`config.mk`:
```
export PLATFORM = sky130hd
export DESIGN_NAME = join_fork_collector
export DESIGN_NICKNAME = d
export VERILOG_FILES = /design/src/rtl/join_fork_collector.sv
export SDC_FILE = /design/constraint.sdc
export NUM_CORES = 1
export LEC_CHECK = 0
export BUFFER_PORTS_ARGS = -buffer_cell sky130_fd_sc_hd__buf_2
export CAP_MARGIN = 20
export CORE_UTILIZATION = 45
export CTS_CLUSTER_DIAMETER = 40
export DETAILED_ROUTE_END_ITERATION = 10
export PLACE_DENSITY = 0.68
export SLEW_MARGIN = 15
export SYNTH_ARGS = -nofsm -noshare
export SYNTH_HDL_FRONTEND = slang
export SYNTH_SLANG_ARGS = --single-unit
```
`constraint.sdc`:
```
create_clock -name clk -period 1.5 [get_ports clk]
set_input_delay 0.375 -clock clk [delete_from_list [all_inputs] [get_ports clk]]
set_output_delay 0.375 -clock clk [all_outputs]
set_load 0.01 [all_outputs]
```
`src/rtl/join_fork_collector.sv`:
```
// -----------------------------------------------------------------------------
// join_fork_collector
//
// Purpose:
//   Downstream consumer of the join/fork token network. Watches the four
//   token levels (a, b, c, d), turns rising edges into tokens and collects
//   them into sets. When all four branches have fired at least once the set
//   is complete: o_done pulses for one cycle and o_count advances (wrapping).
//   An optional watchdog ends a set that stalls in COLLECT.
//
// Optional feature macro:
//   JOIN_COLLECT_TIMEOUT_EN - when defined, the timeout timer, the TIMEOUT
//   state, o_timeout and o_missing are present. When undefined, COLLECT waits
//   indefinitely and o_timeout / o_missing are tied to 0. The port list is the
//   same in both builds.
//
// Ports:
//   clk        in   1      single clock, all state on the rising edge
//   rst        in   1      asynchronous, active-low reset
//   i_a..i_d   in   1      token levels from branches a..d
//   o_done     out  1      1-cycle pulse when all four branches have fired
//   o_timeout  out  1      1-cycle pulse on watchdog expiry
//   o_missing  out  4      {d,c,b,a} branches absent at the last timeout,
//                          held until the next done/timeout
//   o_dup      out  1      1-cycle pulse when a collected branch fires again
//   o_busy     out  1      high while collecting a partial set
//   o_mask     out  4      {d,c,b,a} branches collected in the current set
//   o_count    out  CNT_W  completed joins, wraps to 0
// -----------------------------------------------------------------------------
module join_fork_collector #(
  parameter int CNT_W       = 8,
  parameter int TIMEOUT_CYC = 16,
  parameter int TMR_W       = 5
) (
  input  logic             clk,
  input  logic             rst,
  input  logic             i_a,
  input  logic             i_b,
  input  logic             i_c,
  input  logic             i_d,
  output logic             o_done,
  output logic             o_timeout,
  output logic [3:0]       o_missing,
  output logic             o_dup,
  output logic             o_busy,
  output logic [3:0]       o_mask,
  output logic [CNT_W-1:0] o_count
);

  // Elaboration-time guard on the timeout window.
  if ((TIMEOUT_CYC < 2) || (TIMEOUT_CYC > ((1 << TMR_W) - 1))) begin : g_bad_timeout
    $error("join_fork_collector: TIMEOUT_CYC out of range for TMR_W");
  end

  typedef enum logic [1:0] {
    S_IDLE    = 2'd0,
    S_COLLECT = 2'd1,
    S_DONE    = 2'd2,
    S_TIMEOUT = 2'd3
  } state_t;

  // DONE, TIMEOUT and IDLE all treat the current cycle's tokens as the start
  // of a fresh set, so they share this decision.
  function automatic state_t f_open(input logic [3:0] tok);
    state_t s;
    if (tok == 4'hF) begin
      s = S_DONE;
    end else if (tok != 4'h0) begin
      s = S_COLLECT;
    end else begin
      s = S_IDLE;
    end
    return s;
  endfunction

  state_t           r_state;
  state_t           w_state_n;
  logic [3:0]       w_in;
  logic [3:0]       w_tok;
  logic [3:0]       w_merge;
  logic [3:0]       r_prev;
  logic [3:0]       r_mask;
  logic [3:0]       w_mask_n;
  logic             r_done;
  logic             w_done_n;
  logic             r_dup;
  logic             w_dup_n;
  logic             r_busy;
  logic             w_busy_n;
  logic [CNT_W-1:0] r_count;
  logic [CNT_W-1:0] w_count_n;

  assign w_in    = {i_d, i_c, i_b, i_a};
  // A held level counts once: only a 0->1 change is a token.
  assign w_tok   = w_in & ~r_prev;
  assign w_merge = r_mask | w_tok;

`ifdef JOIN_COLLECT_TIMEOUT_EN
  logic [TMR_W-1:0] r_timer;
  logic [TMR_W-1:0] w_timer_n;
  logic             w_expire;
  logic             r_timeout;
  logic             w_timeout_n;
  logic [3:0]       r_missing;
  logic [3:0]       w_missing_n;

  assign w_expire = (r_timer == TMR_W'(TIMEOUT_CYC - 1));
`endif

  // State register.
  always_ff @(posedge clk or negedge rst) begin
    if (!rst) begin
      r_state <= S_IDLE;
    end else begin
      r_state <= w_state_n;
    end
  end

  // Next-state decision; completion wins over expiry in the same cycle.
  always_comb begin
    w_state_n = r_state;
    case (r_state)
      S_IDLE: begin
        w_state_n = f_open(w_tok);
      end
      S_COLLECT: begin
        if (w_merge == 4'hF) begin
          w_state_n = S_DONE;
`ifdef JOIN_COLLECT_TIMEOUT_EN
        end else if (w_expire) begin
          w_state_n = S_TIMEOUT;
`endif
        end else begin
          w_state_n = S_COLLECT;
        end
      end
      S_DONE: begin
        w_state_n = f_open(w_tok);
      end
`ifdef JOIN_COLLECT_TIMEOUT_EN
      S_TIMEOUT: begin
        w_state_n = f_open(w_tok);
      end
`endif
      default: begin
        w_state_n = S_IDLE;
      end
    endcase
  end

  // Next values of the registered outputs and datapath.
  always_comb begin
    w_done_n  = 1'b0;
    w_dup_n   = 1'b0;
    w_busy_n  = (w_state_n == S_COLLECT);
    w_count_n = r_count;
    w_mask_n  = r_mask;
`ifdef JOIN_COLLECT_TIMEOUT_EN
    w_timer_n   = r_timer;
    w_timeout_n = 1'b0;
    w_missing_n = r_missing;
`endif
    case (r_state)
      S_COLLECT: begin
        // A repeated branch is flagged but never double-counted.
        w_dup_n  = |(w_tok & r_mask);
        w_mask_n = w_merge;
`ifdef JOIN_COLLECT_TIMEOUT_EN
        w_timer_n = r_timer + TMR_W'(1);
`endif
      end
      S_IDLE, S_DONE, S_TIMEOUT: begin
        // The previous set is finished; this cycle's tokens start a new one.
        w_mask_n = w_tok;
`ifdef JOIN_COLLECT_TIMEOUT_EN
        w_timer_n = {TMR_W{1'b0}};
`endif
      end
      default: begin
        w_mask_n = 4'h0;
      end
    endcase

    if (w_state_n == S_DONE) begin
      // Mask shows the completed set (4'hF) during the done cycle.
      w_done_n  = 1'b1;
      w_count_n = r_count + CNT_W'(1);
`ifdef JOIN_COLLECT_TIMEOUT_EN
      w_missing_n = 4'h0;
`endif
`ifdef JOIN_COLLECT_TIMEOUT_EN
    end else if (w_state_n == S_TIMEOUT) begin
      // Tokens arriving in the expiry cycle are credited, not reported missing.
      w_timeout_n = 1'b1;
      w_missing_n = ~w_merge;
`endif
    end else begin
      w_count_n = r_count;
    end
  end

  // Output and datapath registers.
  always_ff @(posedge clk or negedge rst) begin
    if (!rst) begin
      r_prev  <= 4'h0;
      r_mask  <= 4'h0;
      r_done  <= 1'b0;
      r_dup   <= 1'b0;
      r_busy  <= 1'b0;
      r_count <= {CNT_W{1'b0}};
    end else begin
      r_prev  <= w_in;
      r_mask  <= w_mask_n;
      r_done  <= w_done_n;
      r_dup   <= w_dup_n;
      r_busy  <= w_busy_n;
      r_count <= w_count_n;
    end
  end

`ifdef JOIN_COLLECT_TIMEOUT_EN
  // Watchdog timer and timeout reporting registers.
  always_ff @(posedge clk or negedge rst) begin
    if (!rst) begin
      r_timer   <= {TMR_W{1'b0}};
      r_timeout <= 1'b0;
      r_missing <= 4'h0;
    end else begin
      r_timer   <= w_timer_n;
      r_timeout <= w_timeout_n;
      r_missing <= w_missing_n;
    end
  end

  assign o_timeout = r_timeout;
  assign o_missing = r_missing;
`else
  assign o_timeout = 1'b0;
  assign o_missing = 4'h0;
`endif

  assign o_done  = r_done;
  assign o_dup   = r_dup;
  assign o_busy  = r_busy;
  assign o_mask  = r_mask;
  assign o_count = r_count;

endmodule

```
# After elaboration in Yosys (flattened, before gate mapping)
# Cells that the tools add are included.
[word_totals]
regBits = 21
ram_bits = 0
input_bits = 6
elab_cells = 31
memories = 0
latch_bits = 0
romBits = 0
[classes]
bitwise = 4
div_mod_pow = 0
reduce_logical = 5
muxes = 7
n_lt_le_gt_ge = 0
n_shift = 0
eq_ne = 7
n_addsub = 1
n_mul = 0
[ops]
columns = ["operator", "count"]
rows = [
  ["adder 8 x 1 -> 8 bit (second input constant)", 1],
  ["bitwise AND 4 bit", 2],
  ["equality test 4 bit (second input constant)", 2],
  ["case mux 4 bit (2 select lines)", 1],
  ["equality test 2 bit (second input constant)", 3],
  ["equality test 2 x 1 -> 1 bit (second input constant)", 2],
  ["2-to-1 mux 2 bit", 2],
  ["inverter 4 bit", 1],
  ["OR 4 bit", 1],
  ["case mux 2 bit (2 select lines)", 1],
  ["nonzero test 4 bit", 1],
  ["OR reduction 4 bit", 1],
  ["2-to-1 mux 1 bit", 3],
  ["OR reduction 3 bit", 1],
  ["zero test 2 bit", 1],
  ["OR reduction 2 bit", 1],
]

# Logic depth before layout (Yosys ltp)
# Gate-level depths: netlist of the first run.
[depth]
ltp_word = 8
depth_mapped = 5

# Worst setup path before layout of the first run
# OpenSTA, ideal clock, no wires.
[synth_path]
kind = "input-to-reg"
start = "input port i_b"
end = "register r_count[1] (netlist: o_count[1])"
arrival_ns = 1.318
path_buffers = 0
slack_ns = 0.055
stages = 4
setup_time_ns = 0.128
path_cell_list = "nor2b_4 o22ai_4 o31ai_4 mux2_1"
[synth_via]
elab_chain_cells = 6
word_cells_on_any_way = 10
[synth_lines]
columns = ["item", "line_no", "rtl"]
rows = [
  ["start, declared", "38", "input logic i_b,"],
  ["bitwise AND 4 bit *", "95", "assign w_tok = w_in & ~r_prev;"],
  ["OR 4 bit", "96", "assign w_merge = r_mask | w_tok;"],
  ["equality test 4 bit", "127", "if (w_merge == 4'hF) begin"],
  ["2-to-1 mux 2 bit", "127", ""],
  ["case mux 2 bit (2 select lines) *", "122", "case (r_state)"],
  ["via w_state_n[1]", "77", "state_t w_state_n;"],
  ["equality test 2 bit *", "184", "if (w_state_n == S_DONE) begin"],
  ["end signal, assigned", "210", "r_count <= {CNT_W{1'b0}};"],
  ["end signal, assigned", "217", "r_count <= w_count_n;"],
  ["end, declared", "90", "logic [CNT_W-1:0] r_count;"],
]
# Mark *: on every way through the listed nets, which the timed path passes. The rest lies on a longest branch.
# A chain may end at the register's enable or synchronous reset.

# Worst setup path after layout of the first run
[layout_path]
start = "register r_prev[3]"
end = "register r_count[5] (netlist: o_count[5])"
[layout_via]
elab_chain_cells = 7
word_cells_on_any_way = 11
[layout_lines]
columns = ["item", "line_no", "rtl"]
rows = [
  ["start, declared", "81", "logic [3:0] r_prev;"],
  ["start signal, assigned", "212", "r_prev <= w_in;"],
  ["inverter 4 bit *", "95", ""],
  ["bitwise AND 4 bit *", "95", ""],
  ["OR 4 bit or nonzero test 4 bit (tied branches)", "96, 68", ""],
  ["equality test 4 bit or 2-to-1 mux 1 bit (tied branches)", "127, 68", ""],
  ["2-to-1 mux 2 bit (on tied branches)", "127, 66", ""],
  ["case mux 2 bit (2 select lines) *", "122", ""],
  ["equality test 2 bit *", "184", ""],
]
# Every way passes the cells marked *; elsewhere a longest branch is shown, timed or not.

==> results_dict.tcl, run 1 <==
set metrics [dict create \
    layout-drive-gt1-share 0.431 \
    firstDrtPassIters 4 \
    clkSinkCount 21 \
    syn_to_final_growth_pct 23.2 \
    critPathSlowestCell "dfrtp_1" \
    setup_viol 0 \
    hold_violations 2 \
    synth.avg_cell_area_um2 13.5 \
    reg2reg_depth 5 \
    arrival_ps 1680 \
    r2r_slack_ps 20 \
    io_pins 26 \
    die_w_um 48.5 \
    initial_core_util 0.487 \
    htreeDepth 1 \
    path_cells "nor2b_4, o22ai_4, o32ai_4, nand4_1, xnor2_1" \
    synthesis.area_um2 975 \
    final_nets 110 \
    fmax_mhz 677 \
    rsz0062_at_grt "true" \
    grt_overflow 0 \
    clk_latency_ps 300 \
    grt_pass1_wl_um 2950 \
    wl_um 1680 \
    syn_inst 72 \
    ant_nets 0 \
    p_leak_uw 0.000593 \
    core_mm2 0.00200 \
    grtUsageTotal 0.165 \
    wl_per_cell_um 13.1 \
    violations "hold timing" \
    clk_pin_slew_worst_paths_ps 110 \
    grt_max_degree 22 \
    r2r_start "r_prev[3]" \
    path_max_fanout 5 \
    synth-seq-area-share 0.539 \
    gp_congestion 0.721 \
    post-route-util 0.600 \
    post-route-period-util 0.985 \
    drt_iter0_markers 13 \
    drcViolationCount 0 \
    max_stage_delay_ps 420 \
    rows 16 \
    hpwl_um 1210 \
    cts_buffers 3 \
    portBuffers 20 \
    worstSetupPathType "reg2reg" \
    worstPathRequired_ps 1700 \
    cts_tree "done" \
    vias 647 \
    worst_hold_path_type "in2async" \
    layout_common_cells "21 x dfrtp_1, 20 x buf_2, 7 x buf_4, 5 x xnor2_1, 5 x conb_1" \
    critPathLaunchType "flip-flop" \
    grt_pass1_vias 648 \
    status "finished, violations left" \
    fin_ws_ps 22.3 \
    slew_viol_final 0 \
    fill_cells 180 \
    hold_slack_ps -0.714 \
    skew_ps 0.691 \
    ir_worst_vdd_mv 0.851 \
    cts_buffer_depth 2 \
    yosysWarnings 0 \
    post-place-ws_ps -118 \
    cellPowerDensity_mw_per_mm2 1580 \
    setup.worst_path.start "r_prev[3]" \
    ys_types 30 \
    clockRootBuffer "clkbuf_4" \
    end_kind "flip-flop" \
    fin_crit_ps 1480 \
    fp.dieArea_mm2 0.00236 \
    layout_commonest_cell "dfrtp_1" \
    ys_ff_latch 21 \
    vias_per_cell 5.02 \
    maxCapViolations 0 \
    diodes 0 \
    die_y_um 48.5 \
    antenna_found_initial 0 \
    r2r-end "o_count[5]" \
]
where the power goes:
group,internal [uW],switching [uW],total (uW)
sequential,718,175,893
combinational,346,391,737
clock,99.4,167,267
total,1160,733,1900
routing by layer:
metal	GRT usage	wire, um	share of wire
met1	0.220	773	0.46
met2	0.265	805	0.48
met3	0.0283	70	0.042
met4	0.0735	35	0.021
met5	0	0	0
Yosys cell counts (all sizes together):
cell	instances	area, um2
and4	1	8.76
o21ai	3	15.0
a31o	1	8.76
nand4	1	6.26
buf	5	37.5
and4bb	1	12.5
o32ai	2	32.5
nand2	4	15.0
o22ai	2	40.0
a22oi	2	15.0
and2b	3	26.3
nor4	1	6.26
nor2b	2	27.5
inv	1	3.75
xnor2	5	43.8
a21oi	1	5.00
conb	1	3.75
nand3	3	20.0
nand2b	1	6.26
a21o	4	30.0
ha	1	12.5
nand4b	1	15.0
dfrtp	21	526
xor2	2	17.5
mux2	1	11.3
o31ai	2	28.8
flip-flops by register name, summed over array words and instances (netlist names):
| register | count |
|---|---|
| o_busy | 1 |
| o_count | 8 |
| o_done | 1 |
| o_dup | 1 |
| o_mask | 4 |
| r_prev | 4 |
| r_state | 2 |
area by class of cell:
class	count	area [um2]	share of cell area
clock inverter	1	5.00	0.00417
timing repair buffer	27	153	0.127
inverter	1	3.75	0.00313
clock buffer	3	22.5	0.0188
multi-input combinational	49	458	0.381
tap	27	33.8	0.0281
sequential	21	526	0.438
cell families (layout without fill, tap and decap cells):
family | Yosys count | count (layout) | share of synthesized area
mux | 1 | 1 | 0.0116
simple gates | 18 | 18 | 0.148
fa+ha+maj | 1 | 1 | 0.0128
flops | 21 | 21 | 0.539
buf+inv | 6 | 32 | 0.0424
xor+xnor | 7 | 7 | 0.0629
compound gates | 17 | 17 | 0.180
other cells | 1 | 5 | 0.00385
stage by stage:
step	instance area, um2	setup TNS (ps)	total power, uW	std cells
3_3_place_gp	1130	-250	1550	124
5_1_grt	1200	-248	2030	129
2_1_floorplan	990	0	1300	76
4_1_cts	1190	0	1870	128
6_report	1200	0	1900	129
3_5_place_dp	1130	-487	1560	124
worst max-delay path, delay by kind of cell (launching register included):
kind,cells,cell delay [ps]
AO/OA/AOI/OAI,2,470
flip-flops,1,420
AND/OR/NAND/NOR,2,350
XOR/XNOR,1,140
worst max path at each step:
stage / to / cells after the start
after global routing: o_count[5] / 5
after global placement: o_count[6] / 6
after detailed placement: o_count[4] / 6
final: o_count[5] / 5
after CTS: o_count[5] / 5
after floorplan: o_count[1] / 4
what timing repair did:
item / 4_1_cts / 5_1_grt
endpoints found under the hold margin: 0 / 0
hold buffers: 0 / 0
setup endpoints to repair: 4 / 6
setup buffers: 0 / 1
pin swaps: 1 / 4
resized for setup: 3 / 2
Note: power is estimated with default switching activity, not from simulation.
==> run 2: changes to the inputs <==
BUFFER_PORTS_ARGS = not set   (was -buffer_cell sky130_fd_sc_hd__buf_2)
DONT_BUFFER_PORTS = 1   (was not set)
PLACE_DENSITY = 0.58   (was 0.68)
==> results_dict.tcl, run 2 (synthesis results as in run 1) <==
set metrics [dict create \
    p_leak_uw 0.000537 \
    worstSetupPathType "reg2reg" \
    clockRootBuffer "clkbuf_4" \
    fp.dieArea_mm2 0.00236 \
    critPathSlowestCell "dfrtp_1" \
    arrival_ps 1680 \
    totalPowerFinal_uw 1830 \
    worst_slew_pin_slew_ps 902 \
    status "complete, no violations" \
    drcViolationCount 0 \
    maxCapViolations 0 \
    hpwl_um 1230 \
    die_w_um 48.5 \
    initial_core_util 0.487 \
    wl_per_cell_um 13.9 \
    rows 16 \
    ff_latch_area_um2 526 \
    io_pins 26 \
    layout_commonest_cell "dfrtp_1" \
    layout-drive-gt1-share 0.315 \
    ant_nets 0 \
    drt_iter0_markers 6 \
    portBuffers 0 \
    path_max_fanout 5 \
    final_nets 97 \
    postPlaceCellArea_mm2 0.00108 \
    cellPowerDensity_mw_per_mm2 1610 \
    hold_violations 0 \
    cts_buffers 3 \
    htreeDepth 1 \
    layout_common_cells "21 x dfrtp_1, 13 x buf_4, 5 x xnor2_1, 5 x conb_1" \
    rsz0062_at_grt "true" \
    die_y_um 48.5 \
    grt_pass1_vias 569 \
    clk_latency_ps 300 \
    antenna_found_initial 0 \
    post-route-period-util 0.984 \
    fill_cells 189 \
    fmax_mhz 677 \
    syn_to_final_growth_pct 17.1 \
    gp_congestion 0.741 \
    diodes 0 \
    firstDrtPassIters 3 \
    relSlewSlack 0.397 \
    end_kind "flip-flop" \
    ir_worst_vdd_mv 1.08 \
    grt_pass1_wl_um 2730 \
    vias 578 \
    fin_crit_ps 1480 \
    max_stage_delay_ps 380 \
    setup_viol 0 \
    multi_input_area_um2 443 \
    skew_ps 2.01 \
    wl_um 1610 \
    clkSinkCount 21 \
    worstPathRequired_ps 1700 \
    cts_buffer_depth 2 \
    largest_reg_flops 8 \
    grtUsageTotal 0.160 \
    vias_per_cell 4.98 \
    critPathLaunchType "flip-flop" \
    setup-tns-final_ps 0 \
    core_mm2 0.00200 \
    hold_slack_ps 82.8 \
    grt_overflow 0 \
    worst_hold_path_type "in2reg" \
    postLayoutCellArea_mm2 0.00114 \
    path_cells "and2b_4, o22ai_4, o32ai_2, nand4_1, xnor2_1" \
    clk_pin_slew_worst_paths_ps 110 \
    slew_viol_final 0 \
    cts_tree "done" \
    grt_max_degree 22 \
]
==> run 2: routing by layer <==
layer / global-route usage / part of all wire / vias to the layer above
met3: 0.0755 / 0.054 / 5
met2: 0.228 / 0.43 / 19
met4: 0.0735 / 0.023 / 0
met5: 0 / 0 / -
li1: - / - / 284
met1: 0.205 / 0.50 / 270
==> run 2: worst paths after layout <==
| check | start | end | slack (ps) | cells after the start |
|---|---|---|---|---|
| worst min-delay path | i_b | r_prev[1] | 80 | 0 |
| max in group asynchronous | rst | r_prev[2] | 320 | 1 |
| worst min register to register | o_count[7] | o_count[7] | 540 | 1 |
| worst max register to register | r_prev[2] | o_count[5] | 20 | 5 |
| min in group asynchronous | rst | r_prev[1] | 630 | 1 |
| worst max-delay path | r_prev[2] | o_count[5] | 20 | 5 |
==> run 2: per-stage QoR <==
step / util / setup WS [ps] / cells
6_report: 0.570 / 23.9 / 116
5_1_grt: 0.570 / -47.8 / 116
4_1_cts: 0.566 / 0.114 / 115
3_5_place_dp: 0.538 / -50.5 / 110
3_3_place_gp: 0.538 / -11.4 / 110
2_1_floorplan: - / 54.6 / 76
==> run 2: report_power, final <==
part / switching [uW] / internal, uW / leakage, uW
Sequential: 167 / 719 / 0.000262
Combinational: 354 / 328 / 0.000258
Clock: 168 / 99.7 / 0.0000177
==> run 2: area by class of cell <==
| type | instances | share of cell area |
|---|---|---|
| Multi-Input combinational cell | 49 | 0.388 |
| Clock buffer | 3 | 0.0197 |
| Clock inverter | 1 | 0.00439 |
| Tap cell | 27 | 0.0296 |
| Sequential cell | 21 | 0.461 |
| Inverter | 1 | 0.00329 |
| Timing Repair Buffer | 14 | 0.0943 |
==> run 2: worst max-delay path: cells and delay by family (launching register included) <==
| kind | cells | cell delay (ps) |
|---|---|---|
| flip-flops | 1 | 380 |
| AO/OA/AOI/OAI | 2 | 440 |
| XOR/XNOR | 1 | 150 |
| AND/OR/NAND/NOR | 2 | 410 |
==> run 2: what timing repair did <==
action                     4_1_cts  5_1_grt
hold endpoints to repair        21        0
setup endpoints to repair        3        5
gates cloned                     0        0
setup buffers                    0        1
resized for setup                2        0
pin swaps                        1        2
hold buffers                     1        0
